## config.mk

```make
export PLATFORM = sky130hd
export DESIGN_NAME = uart_rx
export DESIGN_NICKNAME = d
export VERILOG_FILES = /design/src/rtl/uart_pkg.sv /design/src/rtl/sync2.sv /design/src/rtl/uart_rx.sv
export SDC_FILE = /design/constraint.sdc
export NUM_CORES = 1
export LEC_CHECK = 0
export CAP_MARGIN = 20
export CORE_UTILIZATION = 58
export DETAILED_ROUTE_END_ITERATION = 16
export PLACE_DENSITY = 0.92
export SYNTH_ARGS = -nofsm -noshare
export SYNTH_HDL_FRONTEND = slang
export SYNTH_HIERARCHICAL = 1
export SYNTH_SLANG_ARGS = --single-unit
```

## constraint.sdc

```tcl
create_clock -name CLK -period 4.3 [get_ports CLK]
set_input_delay 0.645 -clock CLK [delete_from_list [all_inputs] [get_ports CLK]]
set_output_delay 0.645 -clock CLK [all_outputs]
set_load 0.02 [all_outputs]
```

## src/rtl/uart_pkg.sv

```systemverilog
// uart_pkg: state encoding and frame defaults shared by the UART receiver and transmitter.
package uart_pkg;
    typedef enum logic [2:0] {IDLE, START, DATA, STOP, BREAK} rx_state_t;
    localparam int UART_SIZE = 8;
    localparam int UART_OVERSAMPLE = 16;
endpackage

```

## src/rtl/sync2.sv

```systemverilog
// sync2: two-flop synchroniser for an idle-high asynchronous input.
module sync2 (
    input  logic clk,
    input  logic rst_n,
    input  logic d,
    output logic q
);
    logic meta;
    always_ff @(posedge clk)
        if (!rst_n) {q, meta} <= 2'b11;
        else {q, meta} <= {meta, d};
endmodule

```

## src/rtl/uart_rx.sv

```systemverilog
// uart_rx: oversampled UART receiver with ready/acknowledge output and sticky framing/overrun flags.
module uart_rx
    import uart_pkg::*;
#(
    parameter int SIZE = UART_SIZE,
    parameter int OVERSAMPLE = UART_OVERSAMPLE
) (
    input  logic            CLK,
    input  logic            RST_N,
    input  logic            RXD,
    input  logic            RX_ACK,
    output logic [SIZE-1:0] RXDATA,
    output logic            RX_RDY,
    output logic            RX_ERR,
    output logic            RX_OVR,
    output logic            RX_BUSY
);
    localparam int CW = $clog2(OVERSAMPLE);
    localparam int BW = $clog2(SIZE + 1);
    localparam logic [CW-1:0] HALF = CW'(OVERSAMPLE / 2 - 1);
    localparam logic [CW-1:0] LAST = CW'(OVERSAMPLE - 1);

    rx_state_t       state, state_n;
    logic            rxd_s;
    logic [CW-1:0]   cnt;
    logic [BW-1:0]   bitc;
    logic [SIZE-1:0] shift;
    logic            tick_half, tick_full, last_bit, good, bad, held;

    sync2 u_sync (.clk(CLK), .rst_n(RST_N), .d(RXD), .q(rxd_s));

    assign tick_half = cnt == HALF;
    assign tick_full = cnt == LAST;
    assign last_bit  = bitc == BW'(SIZE - 1);
    assign good      = state == STOP && tick_full && rxd_s;
    assign bad       = state == STOP && tick_full && !rxd_s;
    assign held      = RX_RDY && !RX_ACK;
    assign RX_BUSY   = state != IDLE;

    always_ff @(posedge CLK)
        if (!RST_N) state <= IDLE;
        else state <= state_n;

    always_comb begin
        state_n = state;
        case (state)
            IDLE:    if (!rxd_s) state_n = START;
            START:   if (tick_half) state_n = rxd_s ? IDLE : DATA;
            DATA:    if (tick_full && last_bit) state_n = STOP;
            STOP:    if (tick_full) state_n = rxd_s ? IDLE : BREAK;
            BREAK:   if (rxd_s) state_n = IDLE;
            default: state_n = IDLE;
        endcase
    end

    // Acknowledge is applied before the frame result, so a same-cycle ack frees the buffer.
    always_ff @(posedge CLK)
        if (!RST_N) begin
            cnt    <= '0;
            bitc   <= '0;
            shift  <= '0;
            RXDATA <= '0;
            RX_RDY <= 1'b0;
            RX_ERR <= 1'b0;
            RX_OVR <= 1'b0;
        end else begin
            cnt <= (state == IDLE || (state == START && tick_half) || tick_full) ? '0 : cnt + 1'b1;
            if (state == DATA && tick_full) begin
                shift <= {rxd_s, shift[SIZE-1:1]};
                bitc  <= last_bit ? '0 : bitc + 1'b1;
            end
            if (good && !held) RXDATA <= shift;
            RX_RDY <= good || held;
            RX_ERR <= bad || (RX_ERR && !RX_ACK);
            RX_OVR <= (good && held) || (RX_OVR && !RX_ACK);
        end
endmodule

```

==> impl_results.md <==
* Synth Register Bits at 32
* First-pass GRT wire length at 4.53 mm
* Min Tclk post-route at approximately 2.4 ns
* Vias at approximately 1200
* CTS Hold Bufs at 0
* Post-CTS setup buffers at 0
* R2r worst-path depth at 5
* Clock tree sinks at 32
* Initial antenna violation count at 0
* Die Span Y at 50.6 um
* Row Count at 17
* Max Cap Viol at 0
* Post-synthesis cell type count at 37
* Fill count at between 150 and 200
* Worst R2R Setup Slack at between 1.5 and 2 ns
* WHS Endpoint: u_sync/q
* Routed Antenna Nets at 0
* Placer congestion estimate at 0.849
* Root Driver: clkbuf_4
* CTS clk-pin slew, worst paths at approximately 0.1 ns
* Power Density at 320 nW/um^2
* Crit start category: register
* Max clock buf depth at 2
* PostCTS Resize Cnt at 0
* Setup violators final at 0
* Die footprint at 2560 sq um
* CTS tree: yes
* Layout cells sized above 1 at 0.0663
* Outcome: finished clean
* WS Path Type: register to register
* R2R Path Start: cnt[0]
* Fin. Hold Viols at 0
* Floorplan core area at around 2200 sq um
* Hold Path Class: register to register
* FFs w/ async S/R, synth at 0
* HPWL after detailed placement at around 1.9 mm
* Post-synthesis sequential area ratio at 0.468
* RSZ-0062 raised after global routing: false
* WL final at a little under 3 mm
* TritonCTS buffer count at 5
* Drt pass-1 iters at 4
* Post-synth top flop: dfxtp_1
* Worst reg2reg path endpoint: RXDATA[4]
* Req. time, crit path at 4.57 ns
* Leak Pwr at 0.534 nW
* Synth Warn # at 6
* DR DRC count at 0
* GRT Residual Overflow at 0
* Worst clock skew at about 0.0057 ns
* Arrival time of the worst setup path at around 2.6 ns
* Port Buffer Count at 15
* Measured slew at the worst slew-check pin at 0.798 ns
* CP Max Fanout at 14
* Mapped Area at approximately 1400 sq um
* I/O pins at 16
* Period utilization at 0.553
* Crit. End Element: register
* Initial Utilization at 0.618
* Number of global-route vias before repair at approximately 1100
* Max IR drop VDD at ~0.29 mV
* Syn Area/Cell at 8.82 sq um
* Worst-skew pair later-pin latency at ~0.34 ns
* Final setup TNS at 0 ns
* Slew Limit Headroom at 0.467
* Diode count at 0
* Wire per inst at about 15 um
* Tot Pwr at between 400 and 500 uW
* Die width at between 50 and 60 um
* Smallest hold slack at between 0.4 and 0.5 ns
* Starting DRT DRC Count at 70
* Post-Synthesis Cells at around 160
* All-Layer GR Usage at 0.249
* Pin count of the biggest net entering global routing at 25
* F_max at around 420 MHz
* Via-per-instance ratio at around 6.1
* Number of enable flip-flop cells after synthesis at 0
* Hold Path Origin: u_sync/meta
* Slew Limit Fails at 0
* Post-Syn Nets at between 150 and 200
* Synth-to-layout area growth at 13.7%
* CTS H-tree lvls at 2
* Final nets at roughly 170
* Hold Path Depth at 1
## placed cells by master (no fill, tap or decap)
master	synthesis	final
a41oi_1	2	2
nand3_1	13	13
nor4b_2	1	1
clkdlybuf4s50_1	0	15
o21ai_0	11	11
a22oi_1	1	1
a31oi_1	1	1
a21oi_1	15	15
o31ai_1	2	2
clkbuf_4	0	5
or2_4	1	1
clkinv_2	0	2
dfxtp_1	32	32
nor2b_1	1	1
a21boi_0	1	1
and2b_1	1	1
nand2b_1	4	4
o211ai_1	1	1
and4_1	1	1
and3_1	1	1
a2111oi_0	1	1
buf_4	1	1
or3_1	1	1
nand4b_1	1	1
xor2_1	1	1
and3b_1	1	1
nand4_1	2	2
xnor2_1	1	1
clkbuf_8	0	1
nand2_1	19	19
ha_1	2	2
or4_1	1	1
nor2_1	5	5
nor3_1	3	3
or4b_1	1	1
nor3b_1	2	2
mux2i_1	9	9
inv_1	3	3
## power breakdown
part | internal, mW | leakage (nW) | switching (mW) | total (mW)
combinational | 0.00727 | 0.238 | 0.0131 | 0.0204
clock | 0.0776 | 0.0380 | 0.0993 | 0.177
sequential | 0.298 | 0.258 | 0.00224 | 0.300
total | 0.383 | 0.534 | 0.115 | 0.497
## logic make-up after synthesis
logic type,Yosys count,share of synthesized area
multiplexers,9,0.0659
flip-flops,32,0.468
XOR/XNOR,2,0.0128
AND/OR/NAND/NOR,59,0.231
AO/OA/AOI/OAI,35,0.146
adder cells (fa/ha/maj),2,0.0183
buffers and inverters,16,0.0567
## critical path, cell delays in order, from the launching register on
cell     delay (ns)
dfxtp_1        0.39
ha_1           0.36
nand4_1        0.48
nor4b_2        0.59
buf_4          0.26
mux2i_1        0.21
## stage by stage
stage          utilization  area, sq um  std cells  setup WS, ns
2_1_floorplan            -         1370        155          2.77
3_3_place_gp         0.672         1490        185          1.84
3_5_place_dp         0.672         1490        185          1.66
4_1_cts              0.700         1550        193          1.64
5_1_grt              0.703         1560        194          1.79
6_report             0.703         1560        194          1.92
## how the worst max path moves through the flow
stage | from | to | slack [ns] | cells past startpoint
5_1_grt | cnt[0] | RXDATA[4] | 1.79 | 5
6_report | cnt[0] | RXDATA[4] | 1.92 | 5
2_1_floorplan | state[1] | RX_BUSY | 2.77 | 2
4_1_cts | cnt[0] | RXDATA[4] | 1.64 | 4
3_3_place_gp | RX_ACK | RXDATA[6] | 1.84 | 4
3_5_place_dp | cnt[0] | RXDATA[4] | 1.66 | 4
## cells in the mapped netlist, types with 3 or more instances
library cell | number | area share
a21oi_1 | 15 | 0.055
buf_2 | 5 | 0.018
clkbuf_1 | 6 | 0.016
dfxtp_1 | 32 | 0.47
inv_1 | 3 | 0.0082
mux2i_1 | 9 | 0.066
nand2_1 | 19 | 0.052
nand2b_1 | 4 | 0.018
nand3_1 | 13 | 0.048
nor2_1 | 5 | 0.014
nor3_1 | 3 | 0.011
o21ai_0 | 11 | 0.040
## flip-flops by register name, summed over array words and instances (netlist names)
signal	flops
RX_RDY	1
cnt	4
u_sync/q	1
u_sync/meta	1
state	3
bitc	4
RX_OVR	1
shift	8
RXDATA	8
RX_ERR	1
## cell type report
type / instances / area [sq um] / area share
well taps: 28 / 35.0 / 0.0225
multi-input cells: 107 / 649 / 0.418
clock inverters: 2 / 10.0 / 0.00644
inverters: 3 / 11.3 / 0.00724
repair buffers: 16 / 158 / 0.101
clock buffers: 6 / 51.3 / 0.0330
flip-flops and latches: 32 / 641 / 0.412
## routing by layer
layer	GRT usage	vias to the layer above	wire length (um)
li1	-	574	-
met1	0.274	546	1180
met2	0.404	52	1470
met3	0.0909	14	203
met4	0.153	0	107
met5	0	-	0
Note: power is estimated with default switching activity, not from simulation.
